`src/rtl/riscv_ternlog_arbiter.sv`:
```
// Round-robin arbiter sharing one pipelined TERNLOG unit between two issue slots.
// Each result bit is imm8[{a,b,c}]; ops carry rd and slot id down a LATENCY-deep pipe.
module riscv_ternlog_arbiter #(
  parameter int LATENCY = 2,
  parameter int CNT_W   = 16
) (
  input  logic             clk_i,
  input  logic             rst_i,
  input  logic [1:0]       req_valid_i,
  output logic [1:0]       req_accept_o,
  input  logic [63:0]      req_a_i,
  input  logic [63:0]      req_b_i,
  input  logic [63:0]      req_c_i,
  input  logic [15:0]      req_imm8_i,
  input  logic [9:0]       req_rd_i,
  input  logic             stall_i,
  input  logic [1:0]       flush_i,
  output logic             resp_valid_o,
  output logic             resp_id_o,
  output logic [4:0]       resp_rd_o,
  output logic [31:0]      resp_result_o,
  output logic             busy_o,
  output logic [CNT_W-1:0] conflict_cnt_o
);

  logic [1:0]  elig;
  logic [1:0]  grant;
  logic        ptr_q, ptr_d;

  logic [31:0] sel_a, sel_b, sel_c, lut;
  logic [7:0]  sel_imm;
  logic [4:0]  sel_rd;

  logic [LATENCY-1:0]       vld_q, vld_d;
  logic [LATENCY-1:0]       id_q, id_d;
  logic [LATENCY-1:0][4:0]  rd_q, rd_d;
  logic [LATENCY-1:0][31:0] res_q, res_d;
  logic [LATENCY-1:0]       kill;

  logic [CNT_W-1:0] cnt_q, cnt_d;

  always_comb begin
    elig  = req_valid_i & ~flush_i & {2{~stall_i}};
    grant = 2'b00;
    case (elig)
      2'b01:   grant = 2'b01;
      2'b10:   grant = 2'b10;
      2'b11:   grant = ptr_q ? 2'b10 : 2'b01;
      default: grant = 2'b00;
    endcase
    // After any grant the other slot gets priority on the next conflict.
    ptr_d = ptr_q;
    if (|grant) ptr_d = grant[0];
  end

  always_comb begin
    sel_a   = grant[1] ? req_a_i[63:32]    : req_a_i[31:0];
    sel_b   = grant[1] ? req_b_i[63:32]    : req_b_i[31:0];
    sel_c   = grant[1] ? req_c_i[63:32]    : req_c_i[31:0];
    sel_imm = grant[1] ? req_imm8_i[15:8]  : req_imm8_i[7:0];
    sel_rd  = grant[1] ? req_rd_i[9:5]     : req_rd_i[4:0];
    lut     = '0;
    for (int i = 0; i < 32; i++) begin
      lut[i] = sel_imm[{sel_a[i], sel_b[i], sel_c[i]}];
    end
  end

  always_comb begin
    kill = '0;
    for (int k = 0; k < LATENCY; k++) begin
      kill[k] = id_q[k] ? flush_i[1] : flush_i[0];
    end
  end

  // Flush wins over stall: a held stage still loses its valid if its slot is flushed.
  always_comb begin
    vld_d = vld_q;
    id_d  = id_q;
    rd_d  = rd_q;
    res_d = res_q;
    if (stall_i) begin
      vld_d = vld_q & ~kill;
    end else begin
      vld_d[0] = |grant;
      id_d[0]  = grant[1];
      rd_d[0]  = sel_rd;
      res_d[0] = lut;
      for (int k = 1; k < LATENCY; k++) begin
        vld_d[k] = vld_q[k-1] & ~kill[k-1];
        id_d[k]  = id_q[k-1];
        rd_d[k]  = rd_q[k-1];
        res_d[k] = res_q[k-1];
      end
    end
  end

  always_comb begin
    cnt_d = cnt_q;
    if ((&req_valid_i) && !stall_i && !(&cnt_q)) cnt_d = cnt_q + {{(CNT_W-1){1'b0}}, 1'b1};
  end

  always_ff @(posedge clk_i) begin
    if (rst_i) begin
      ptr_q <= 1'b0;
      vld_q <= '0;
      id_q  <= '0;
      rd_q  <= '0;
      res_q <= '0;
      cnt_q <= '0;
    end else begin
      ptr_q <= ptr_d;
      vld_q <= vld_d;
      id_q  <= id_d;
      rd_q  <= rd_d;
      res_q <= res_d;
      cnt_q <= cnt_d;
    end
  end

  assign req_accept_o   = grant;
  assign resp_valid_o   = vld_q[LATENCY-1];
  assign resp_id_o      = id_q[LATENCY-1];
  assign resp_rd_o      = rd_q[LATENCY-1];
  assign resp_result_o  = res_q[LATENCY-1];
  assign busy_o         = |vld_q;
  assign conflict_cnt_o = cnt_q;

endmodule

```
`config.mk`:
```
export PLATFORM = sky130hd
export DESIGN_NAME = riscv_ternlog_arbiter
export DESIGN_NICKNAME = d
export VERILOG_FILES = /design/src/rtl/riscv_ternlog_arbiter.sv
export SDC_FILE = /design/constraint.sdc
export NUM_CORES = 1
export LEC_CHECK = 0
export BUFFER_PORTS_ARGS = -buffer_cell sky130_fd_sc_hd__buf_4
export CAP_MARGIN = 20
export CORE_MARGIN = 3
export CORE_UTILIZATION = 25
export CTS_CLUSTER_SIZE = 28
export DETAILED_ROUTE_END_ITERATION = 8
export PLACE_DENSITY = 0.43
export SLEW_MARGIN = 20
export SYNTH_ARGS = -nofsm -noshare
export SYNTH_HDL_FRONTEND = slang
export SYNTH_SLANG_ARGS = --single-unit
```
`constraint.sdc`:
```
create_clock -name clk_i -period 5.15 [get_ports clk_i]
set_input_delay 0.2575 -clock clk_i [delete_from_list [all_inputs] [get_ports clk_i]]
set_output_delay 0.2575 -clock clk_i [all_outputs]
set_load 0.02 [all_outputs]
```
==> results_tabular.tex <==
\begin{tabular}{lr}
\hline
Metric & Value \\
\hline
\multicolumn{2}{l}{\textbf{Finish}} \\
\quad Share of final-layout standard cells stronger than drive strength 1 & 50.2\% \\
\quad Ant. Diodes & 0 \\
\quad Sequential cell area in the final layout & between 1500 and 2000 um2 \\
\quad Post-synthesis to final-layout area growth & 30.4\% \\
\quad Most frequent standard cell in the layout excluding fill and tap cells & sky130\_fd\_sc\_hd\_\_buf\_4 \\
\quad Multi-input gate area & roughly 5400 um2 \\
\quad Net count reported at finish & around 1100 \\
\quad Count of fill cells added during filler insertion & 3161 \\
\quad Leading cell types in the layout, fill and taps excluded & sky130\_fd\_sc\_hd\_\_buf\_4, sky130\_fd\_sc\_hd\_\_mux4\_2, sky130\_fd\_sc\_hd\_\_mux2i\_1 \\
\multicolumn{2}{l}{\textbf{Detailed routing}} \\
\quad Post-route met1 wirelength & 13.4 mm \\
\quad Remaining routing DRC violations & 0 \\
\quad Final routed wirelength across all metal layers & 30.7 mm \\
\quad Final antenna-violating net count & 0 \\
\quad Violation count after the first detailed-routing iteration & $\sim$420 \\
\quad Wire length on met2 & approximately 15 mm \\
\quad Detailed-route via count & around 7000 \\
\quad Routed vias/inst & about 5.4 \\
\quad Wire length per cell after detailed routing & between 20 and 25 um \\
\quad Routed length on met3 & around 2.1 mm \\
\quad First-pass DRT Iterations & 4 \\
\quad Highest Signal Layer & met5 \\
\multicolumn{2}{l}{\textbf{Logic synthesis}} \\
\quad Proportion of synthesized chip area in sequential cells & about a quarter \\
\quad Number of distinct library cells after synthesis & 46 \\
\quad Number of synthesized register bits & 95 \\
\quad Average size of a mapped cell & approximately 11 um2 \\
\quad Yosys top cell area share & between 30 and 40\% \\
\quad Async S/R FF share, synth & 0\% \\
\quad Most area-consuming cells after synthesis & sky130\_fd\_sc\_hd\_\_mux4\_2, sky130\_fd\_sc\_hd\_\_dfxtp\_1, sky130\_fd\_sc\_hd\_\_mux2i\_1 \\
\quad Biggest area consumer among synthesized cells & sky130\_fd\_sc\_hd\_\_mux4\_2 \\
\quad Synth Cell Area & 7980 um2 \\
\quad Number of nets produced by synthesis & 920 \\
\quad EDFF count, synth & 0 \\
\quad Gate count of the mapped netlist & 694 \\
\quad Top\_reg\_cell synth & sky130\_fd\_sc\_hd\_\_dfxtp\_1 \\
\quad Count of synthesis-stage warnings from yosys & 0 \\
\multicolumn{2}{l}{\textbf{Critical path}} \\
\quad CP Launch Type & flop \\
\quad Worst-path maximum fanout & 22 \\
\quad Setup CP Type & flop to primary output \\
\quad Endpoint type of the worst setup path & primary output \\
\quad Critical path data required time & 4890 ps \\
\quad Data arrival time of the critical path & a little under 2000 ps \\
\multicolumn{2}{l}{\textbf{Timing}} \\
\quad Final critical path time including I/O delays and setup & around 2200 ps \\
\quad Setup repair after global routing missed its margin & no \\
\quad Final critical-path setup slack & between 2000 and 3000 ps \\
\quad Count of pins over their slew limit & 0 \\
\quad WHS & 216 ps \\
\quad Final clock period utilization by the worst path & 43.4\% \\
\quad Worst Max-Slew Pin Slew & approximately 910 ps \\
\quad Final TNS setup & 0 ps \\
\quad Total of endpoints with negative setup slack in the final report & 0 \\
\quad Highest clock frequency the design can meet & 0.447 GHz \\
\quad Relative slew slack & 39.4\% \\
\quad Layout Skew & roughly 7.0 ps \\
\quad Count of endpoints failing hold in the final timing report & 0 \\
\multicolumn{2}{l}{\textbf{Power and ir drop}} \\
\quad Power Density & roughly 220 nW/um2 \\
\quad Maximum resistive drop on vdd & 0.000118 V \\
\quad Static leakage power & about 4.3 nW \\
\quad Power after layout & $\sim$0.0022 W \\
\multicolumn{2}{l}{\textbf{Clock network}} \\
\quad Number of clock buffers inserted by TritonCTS & 9 \\
\quad Clock latency of the later-clocked register in the worst-skew pair & about 350 ps \\
\quad Count of clock tree sinks & 95 \\
\quad Largest buffer count on any clock path & 2 \\
\quad TritonCTS clock tree & built \\
\quad Clock slew at the register clock pins of the worst setup and hold paths & 80 ps \\
\quad H-Tree Level Count & 3 \\
\quad Setup Buffers After CTS & 0 \\
\quad Hold buffer count at CTS & 0 \\
\quad Buffer type at the clock tree root & sky130\_fd\_sc\_hd\_\_clkbuf\_16 \\
\quad Number of gates resized after CTS & 0 \\
\multicolumn{2}{l}{\textbf{Place}} \\
\quad HPWL reported at the end of detailed placement & roughly 21 mm \\
\quad Post-placement setup slack & roughly 2900 ps \\
\quad Last weighted congestion value of the routability-driven placer & roughly 0.73 \\
\quad Number of I/O port buffers & between 200 and 300 \\
\multicolumn{2}{l}{\textbf{Die}} \\
\quad Effective utilization at floorplan & between 20\% and 30\% \\
\quad Die outline width & about 180 um \\
\quad Top-level port count & between 200 and 300 \\
\quad Total Die Area & approximately 34000 um2 \\
\quad Vertical die dimension & 185 um \\
\quad Number of rows in the core area & between 60 and 70 \\
\quad Core area & slightly above 30000 um2 \\
\multicolumn{2}{l}{\textbf{GRT}} \\
\quad Maximum number of pins on one net before global-route repair & 73 \\
\quad Global-route wire length before repair & 44.5 mm \\
\quad Global router's overall resource usage & roughly 17\% \\
\quad Antenna violations before repair & 2 \\
\quad Number of global-route vias before repair & about 6900 \\
\quad GRT overflow & 0 \\
\multicolumn{2}{l}{\textbf{Run}} \\
\quad Total of max-cap violations & 0 \\
\multicolumn{2}{l}{\textbf{Run status}} \\
\quad Result of the run & finished, final reports clean \\
\multicolumn{2}{l}{\textbf{Worst hold path}} \\
\quad Min-Delay Path Class & primary input to flop \\
\hline
\end{tabular}
state kept, by name, summed over array words and instances (netlist names):
signal          cells
conflict_cnt_o     16
res_q              32
ptr_q               1
vld_q               2
resp_result_o      32
resp_rd_o           5
id_q                2
rd_q                5
worst max-delay path, cell delays in order (launching register included):
cell and delay [ps]:
sky130_fd_sc_hd__dfxtp_1 360, sky130_fd_sc_hd__nor3b_1 90, sky130_fd_sc_hd__nor3_4 500, sky130_fd_sc_hd__buf_4 440, sky130_fd_sc_hd__buf_4 210
cell type report:
class	count	share of cell area, %
Timing Repair Buffer	287	20.9
Sequential cell	95	18.3
Inverter	37	1.33
Multi-Input combinational cell	448	51.5
Clock inverter	6	0.878
Tap cell	396	4.76
Clock buffer	10	2.30
power by group:
part | switching [W] | total (W) | internal, W
clock network | 0.000322 | 0.000765 | 0.000443
logic | 0.000306 | 0.000679 | 0.000373
registers | 0.0000250 | 0.000802 | 0.000777
metal layers:
| metal | vias to the layer above | track usage, % |
|---|---|---|
| met3 | 30 | 3.81 |
| met5 | - | 0 |
| met1 | 3499 | 23.5 |
| met2 | 262 | 27.9 |
| li1 | 3065 | - |
| met4 | 2 | 4.59 |
logic make-up (layout without fill, tap and decap cells):
| group | Yosys count | after routing | share of synthesized area, % |
|---|---|---|---|
| compound gates | 99 | 99 | 8.94 |
| flops | 95 | 95 | 23.8 |
| xor+xnor | 1 | 1 | 0.110 |
| fa+ha+maj | 1 | 1 | 0.157 |
| mux | 242 | 242 | 50.6 |
| buf+inv | 151 | 340 | 9.05 |
| simple gates | 105 | 105 | 7.34 |
path summary, 6_finish.rpt:
check | to | slack [ps] | start | cells past startpoint
worst max register to register | conflict_cnt_o[0] | 3010 | conflict_cnt_o[0] | 5
worst min register to register | resp_result_o[29] | 490 | res_q[29] | 2
worst max-delay path | req_accept_o[1] | 2910 | ptr_q | 4
worst min-delay path | res_q[25] | 220 | req_a_i[57] | 3
cell usage after synthesis (all sizes together) (2+ instances only):
cell type  count
a211oi         7
a21oi         44
a221o         30
a311oi         2
a31oi          2
and4           3
buf           50
clkbuf        64
dfxtp         95
inv           37
mux2           6
mux2i        108
mux4         128
nand2          5
nand2b         4
nand3          8
nand4          7
nor2          52
nor2b          6
nor3           3
nor3b          2
nor4           5
o21a           3
o31ai          5
or4            6
through the flow:
step | instance area, um2 | util, % | cells
after floorplan | 7980 | - | 694
after global placement | 10000 | 32.4 | 1261
after CTS | 10400 | 33.5 | 1278
final | 10400 | 33.6 | 1279
after global routing | 10400 | 33.6 | 1279
after detailed placement | 10100 | 32.4 | 1262
(Power assumes the default switching activity.)
